`src/rtl/pc_fetch_ctrl.sv`:
```
// ---------------------------------------------------------------------------
// pc_fetch_ctrl
// Program counter and fetch sequencer that sits behind the branch-target
// lookup table. It steps the instruction-memory address sequentially, takes
// absolute jumps or PC-relative branches, and runs an IDLE/RUN/DONE machine
// with saturating cycle and taken-branch counters.
//
// Ports:
//   clk        in   rising-edge system clock
//   reset      in   asynchronous, active-high reset
//   start      in   pulse: begin/restart the program at address 0
//   stall      in   hold the PC this cycle (highest priority in RUN)
//   halt_req   in   halt instruction decoded at the current PC
//   branch_en  in   branch/jump taken this cycle
//   rel_en     in   1 = pc + target (two's complement), 0 = target
//   target     in   D-bit jump target or offset
//   prog_ctr   out  current fetch address
//   running    out  high while in RUN
//   done       out  high while in DONE
//   cycle_cnt  out  cycles spent in RUN (saturating)
//   branch_cnt out  taken branches retired (saturating)
// All outputs are registered; a decision made in a cycle shows after the
// following rising edge.
// ---------------------------------------------------------------------------
module pc_fetch_ctrl #(
    parameter int D  = 10,
    parameter int CW = 16,
    parameter int BW = 8
) (
    input  logic          clk,
    input  logic          reset,
    input  logic          start,
    input  logic          stall,
    input  logic          halt_req,
    input  logic          branch_en,
    input  logic          rel_en,
    input  logic [D-1:0]  target,
    output logic [D-1:0]  prog_ctr,
    output logic          running,
    output logic          done,
    output logic [CW-1:0] cycle_cnt,
    output logic [BW-1:0] branch_cnt
);

    typedef enum logic [1:0] {
        IDLE = 2'b00,
        RUN  = 2'b01,
        DONE = 2'b10
    } state_t;

    state_t          state_r;
    state_t          next_state_s;
    logic [D-1:0]    pc_next_s;
    logic [CW-1:0]   cyc_next_s;
    logic [BW-1:0]   br_next_s;
    logic [CW-1:0]   cyc_inc_s;
    logic [BW-1:0]   br_inc_s;

    // Saturating increments of both counters.
    always_comb begin
        cyc_inc_s = (cycle_cnt == {CW{1'b1}}) ? cycle_cnt
                                              : cycle_cnt + {{(CW-1){1'b0}}, 1'b1};
        br_inc_s  = (branch_cnt == {BW{1'b1}}) ? branch_cnt
                                               : branch_cnt + {{(BW-1){1'b0}}, 1'b1};
    end

    // Next-state and next-value logic for the run/halt sequencer.
    always_comb begin
        next_state_s = state_r;
        pc_next_s    = prog_ctr;
        cyc_next_s   = cycle_cnt;
        br_next_s    = branch_cnt;
        case (state_r)
            IDLE, DONE: begin
                // DONE holds everything for readout; start restarts as from IDLE.
                if (start) begin
                    next_state_s = RUN;
                    pc_next_s    = {D{1'b0}};
                    cyc_next_s   = {CW{1'b0}};
                    br_next_s    = {BW{1'b0}};
                end else begin
                    next_state_s = state_r;
                end
            end
            RUN: begin
                // The halt cycle and stalled cycles are counted too.
                cyc_next_s = cyc_inc_s;
                if (stall) begin
                    pc_next_s = prog_ctr;
                end else if (halt_req) begin
                    next_state_s = DONE;
                    pc_next_s    = prog_ctr;
                end else if (branch_en) begin
                    br_next_s = br_inc_s;
                    if (rel_en) begin
                        // Two's-complement offset; carry out is dropped (mod 2^D).
                        pc_next_s = prog_ctr + target;
                    end else begin
                        pc_next_s = target;
                    end
                end else begin
                    pc_next_s = prog_ctr + {{(D-1){1'b0}}, 1'b1};
                end
            end
            default: begin
                next_state_s = IDLE;
                pc_next_s    = {D{1'b0}};
                cyc_next_s   = {CW{1'b0}};
                br_next_s    = {BW{1'b0}};
            end
        endcase
    end

    // State and output registers; running/done are decoded from the next state
    // so they stay registered and aligned with the state register.
    always_ff @(posedge clk or posedge reset) begin
        if (reset) begin
            state_r    <= IDLE;
            prog_ctr   <= {D{1'b0}};
            cycle_cnt  <= {CW{1'b0}};
            branch_cnt <= {BW{1'b0}};
            running    <= 1'b0;
            done       <= 1'b0;
        end else begin
            state_r    <= next_state_s;
            prog_ctr   <= pc_next_s;
            cycle_cnt  <= cyc_next_s;
            branch_cnt <= br_next_s;
            running    <= (next_state_s == RUN);
            done       <= (next_state_s == DONE);
        end
    end

endmodule
```
`config.mk`:
```
export PLATFORM = sky130hd
export DESIGN_NAME = pc_fetch_ctrl
export DESIGN_NICKNAME = d
export VERILOG_FILES = /design/src/rtl/pc_fetch_ctrl.sv
export SDC_FILE = /design/constraint.sdc
export NUM_CORES = 1
export LEC_CHECK = 0
export BUFFER_PORTS_ARGS = -buffer_cell sky130_fd_sc_hd__buf_2
export CAP_MARGIN = 20
export CORE_UTILIZATION = 45
export DETAILED_ROUTE_END_ITERATION = 12
export PLACE_DENSITY_LB_ADDON = 0.1
export SLEW_MARGIN = 20
export SYNTH_ARGS = -nofsm -noshare
export SYNTH_HDL_FRONTEND = slang
export SYNTH_SLANG_ARGS = --single-unit
```
`constraint.sdc`:
```
create_clock -name clk -period 2.2 [get_ports clk]
set_input_delay 0.33 -clock clk [delete_from_list [all_inputs] [get_ports clk]]
set_output_delay 0.33 -clock clk [all_outputs]
set_load 0.005 [all_outputs]
```
==> impl_metrics.env <==
export IMPL_grt_antenna_before_repair=0
export IMPL_dominantRegCellSynth="sky130_fd_sc_hd__dfrtp_1"
export IMPL_first_pass_grt_wire_length_um=9610
export IMPL_port_buffer_count=52
export IMPL_internal_power_mw=1.47
export IMPL_power_share_sequential_pct=38.7
export IMPL_switching_power_uw=853
export IMPL_powerDensity_mw_per_mm2=750
export IMPL_max_cap_viol_count=0
export IMPL_timing_max_slew_rel_slack_pct=68.3
export IMPL_core_rowCount=26
export IMPL_netlist_area_leader_share_pct=37.8
export IMPL_cts_root_buf="sky130_fd_sc_hd__clkbuf_8"
export IMPL_nFillCells=497
export IMPL_cts_buffers_inserted=5
export IMPL_ir_drop_v=0.000360
export IMPL_worstSetupEndpointType="register"
export IMPL_grt_pass1_vias=2066
export IMPL_grt_ovfl_total=0
export IMPL_placed_cell_area_mm2=0.00298
export IMPL_drt_iter0_markers=77
export IMPL_fp_dieArea_mm2=0.00590
export IMPL_power_frac_clock_pct=21.4
export IMPL_ys_async_sr_fraction_pct=100
export IMPL_postSynthCellCount=285
export IMPL_totalPowerFinal_mw=2.33
export IMPL_detail_route_wl_per_cell_um=13.2
export IMPL_clkTransAtPathRegs_ns=0.07
export IMPL_synth_cells_most_frequent="sky130_fd_sc_hd__nor2_1, sky130_fd_sc_hd__dfrtp_1, sky130_fd_sc_hd__nand2_1"
export IMPL_worst_endpoint_arrival_ns=2.22
export IMPL_worst_skew_pair_late_latency_ns=0.29
export IMPL_yosys_cell_count_top_type="sky130_fd_sc_hd__nor2_1"
export IMPL_ys_warn_count=0
export IMPL_clock_path_buffers=2
export IMPL_worst_slew_pin_slew_ns=0.476
export IMPL_ys_ff_latch=38
export IMPL_post_dp_hpwl_um=4250
export IMPL_antenna_cells=0
export IMPL_fin_setup_tns_ns=0
export IMPL_yosys_top_cell_by_area="sky130_fd_sc_hd__dfrtp_1"
export IMPL_max_clock_freq_mhz=485
export IMPL_critical_path_peak_fanout=2
export IMPL_core_region_area_mm2=0.00524
export IMPL_critical_path_startpoint_type="register"
export IMPL_status="finished, final reports clean"
export IMPL_min_period_over_period_pct=93.7
export IMPL_drt_antenna_violating_nets=0
export IMPL_synth_net_count=315
export IMPL_postSynthAreaPerCell_um2=8.84
export IMPL_drive_gt1_share_pct=28.2
export IMPL_postLayoutCellArea_mm2=0.00310
export IMPL_slew_violations=0
export IMPL_comb_power_share_pct=39.9
export IMPL_num_nets_final=387
export IMPL_synth_edf_count=0
export IMPL_syn_area_mm2=0.00252
export IMPL_floorplan_io_pins=53
export IMPL_final_util_pct=59.2
export IMPL_cts_tree="yes"
export IMPL_setup_violations=0
export IMPL_vias=2248
export IMPL_finalHoldViolCount=0
export IMPL_critical_path_required_ns=2.36
export IMPL_number_of_iterations_in_the_first_detailed_routing_pass=4
export IMPL_sw_frac_of_total_pct=36.7
export IMPL_total_grt_usage_pct=20.5
export IMPL_floorplan_die_width_um=76.8
export IMPL_syn_to_final_growth_pct=23.1
export IMPL_maximum_number_of_pins_on_one_net_before_global_route_repair=39
export IMPL_drc=0
export IMPL_proportion_of_synthesized_chip_area_in_sequential_cells_pct=37.8
export IMPL_synthTopCellsByArea="sky130_fd_sc_hd__dfrtp_1, sky130_fd_sc_hd__ha_1, sky130_fd_sc_hd__nor2_1, sky130_fd_sc_hd__xor2_1, sky130_fd_sc_hd__o21ai_0"
export IMPL_gp_routability_congestion=0.790
export IMPL_floorplan_initialDensity_pct=48.1
export IMPL_leakagePower_nw=1.55
export IMPL_detail_route_vias_per_cell=5.25
export IMPL_ys_types=51
export IMPL_timing_final_crit_period_ns=2.06
export IMPL_finClkSkew_ns=0.00319
export IMPL_clock_sinks=38
export IMPL_timing_setup_critical_path_class="reg2reg"
export IMPL_wl_um=5660
export IMPL_htree_levels=2
export IMPL_hold_class="in2async"
export IMPL_rsz_0062_raised_after_global_routing="yes"
export IMPL_chipHeight_um=76.8
==> sequential cells by signal, indices dropped and copies added, names as in the netlist <==
register	cells
cycle_cnt	16
prog_ctr	10
branch_cnt	8
state_r	2
done	1
running	1
==> power by group through the flow <==
stage	clock (mW)	combinational, mW	sequential, mW
final	0.497	0.929	0.900
after global routing	0.541	1.04	0.916
after CTS	0.512	0.917	0.898
after detailed placement	0	0.913	0.909
after global placement	0	0.903	0.908
after floorplan	0	0.543	0.918
==> worst max-delay path, cell delays in order (launching register included) <==
cell and delay, ns:
sky130_fd_sc_hd__dfrtp_1 0.42, sky130_fd_sc_hd__ha_1 0.30, sky130_fd_sc_hd__a21o_1 0.18, sky130_fd_sc_hd__a21oi_1 0.21, sky130_fd_sc_hd__nand2_1 0.12, sky130_fd_sc_hd__xor2_1 0.16, sky130_fd_sc_hd__mux2_2 0.28, sky130_fd_sc_hd__a22oi_1 0.17
sky130_fd_sc_hd__o21ai_0 0.09
==> worst paths after layout <==
path	startpoint	endpoint	slack [ns]	cells past startpoint
worst max-delay path	prog_ctr[3]	prog_ctr[5]	0.14	8
worst min-delay path	reset	running	0.14	3
worst max register to register	prog_ctr[3]	prog_ctr[5]	0.14	8
worst min register to register	branch_cnt[7]	branch_cnt[7]	0.57	2
max in group asynchronous	reset	prog_ctr[5]	1.73	3
min in group clk	start	running	0.35	3
==> per-stage QoR <==
stage	hold WS, ns	cells	setup WS (ns)
finish	0.136	428	0.138
global route	0.183	428	-0.0101
CTS	0.160	427	0.0149
detailed placement	0.473	419	-0.0373
global placement	0.468	419	-0.00340
floorplan	0.487	285	0.0980
==> timing repair <==
action	4_1_cts	5_1_grt
setup buffers	0	1
resized for setup	0	9
endpoints found under the setup margin	0	4
hold buffers	0	0
==> cells by family after synthesis <==
family | count (synthesis) | share of synthesized area [%]
buffers and inverters | 15 | 2.38
AND/OR/NAND/NOR | 125 | 26.0
multiplexers | 8 | 3.43
XOR/XNOR | 25 | 8.69
adder cells (fa/ha/maj) | 13 | 6.76
AO/OA/AOI/OAI | 61 | 15.0
flip-flops | 38 | 37.8
==> layer usage <==
layer / GRT usage (%) / vias to the layer above / part of all wire [%]
li1: - / 1151 / -
met1: 26.9 / 1047 / 49
met2: 34.0 / 44 / 47
met3: 2.98 / 6 / 3.0
met4: 7.50 / 0 / 1.5
met5: 0 / - / 0
==> layout by cell type, fill, tap and decap left out, types with 2 or more instances in the layout <==
| cell | n |
|---|---|
| sky130_fd_sc_hd__nor2_1 | 39 |
| sky130_fd_sc_hd__and2_1 | 2 |
| sky130_fd_sc_hd__a21o_1 | 6 |
| sky130_fd_sc_hd__clkbuf_8 | 6 |
| sky130_fd_sc_hd__o21ai_2 | 2 |
| sky130_fd_sc_hd__or3_1 | 4 |
| sky130_fd_sc_hd__inv_1 | 9 |
| sky130_fd_sc_hd__nor2b_1 | 5 |
| sky130_fd_sc_hd__o211ai_1 | 2 |
| sky130_fd_sc_hd__o21ai_0 | 22 |
| sky130_fd_sc_hd__dfrtp_1 | 38 |
| sky130_fd_sc_hd__ha_1 | 11 |
| sky130_fd_sc_hd__nor3_1 | 3 |
| sky130_fd_sc_hd__and3_1 | 7 |
| sky130_fd_sc_hd__buf_4 | 19 |
| sky130_fd_sc_hd__mux2i_1 | 3 |
| sky130_fd_sc_hd__xor2_1 | 14 |
| sky130_fd_sc_hd__a21oi_1 | 13 |
| sky130_fd_sc_hd__nand2_1 | 27 |
| sky130_fd_sc_hd__nand3_1 | 12 |
| sky130_fd_sc_hd__nand2b_1 | 2 |
| sky130_fd_sc_hd__o21ai_1 | 2 |
| sky130_fd_sc_hd__nor3b_1 | 3 |
| sky130_fd_sc_hd__buf_2 | 52 |
| sky130_fd_sc_hd__a22oi_1 | 2 |
| sky130_fd_sc_hd__nand4_1 | 8 |
| sky130_fd_sc_hd__mux2_2 | 5 |
| sky130_fd_sc_hd__xnor2_1 | 11 |
==> final cells by class <==
class	instances	area, um2	share of cell area, %
Multi-Input combinational cell	232	1530	49.5
Sequential cell	38	951	30.7
Timing Repair Buffer	71	403	13.0
Tap cell	70	87.6	2.82
Clock buffer	7	86.3	2.78
Inverter	9	33.8	1.09
Clock inverter	1	5.00	0.161
(Power assumes the default switching activity.)
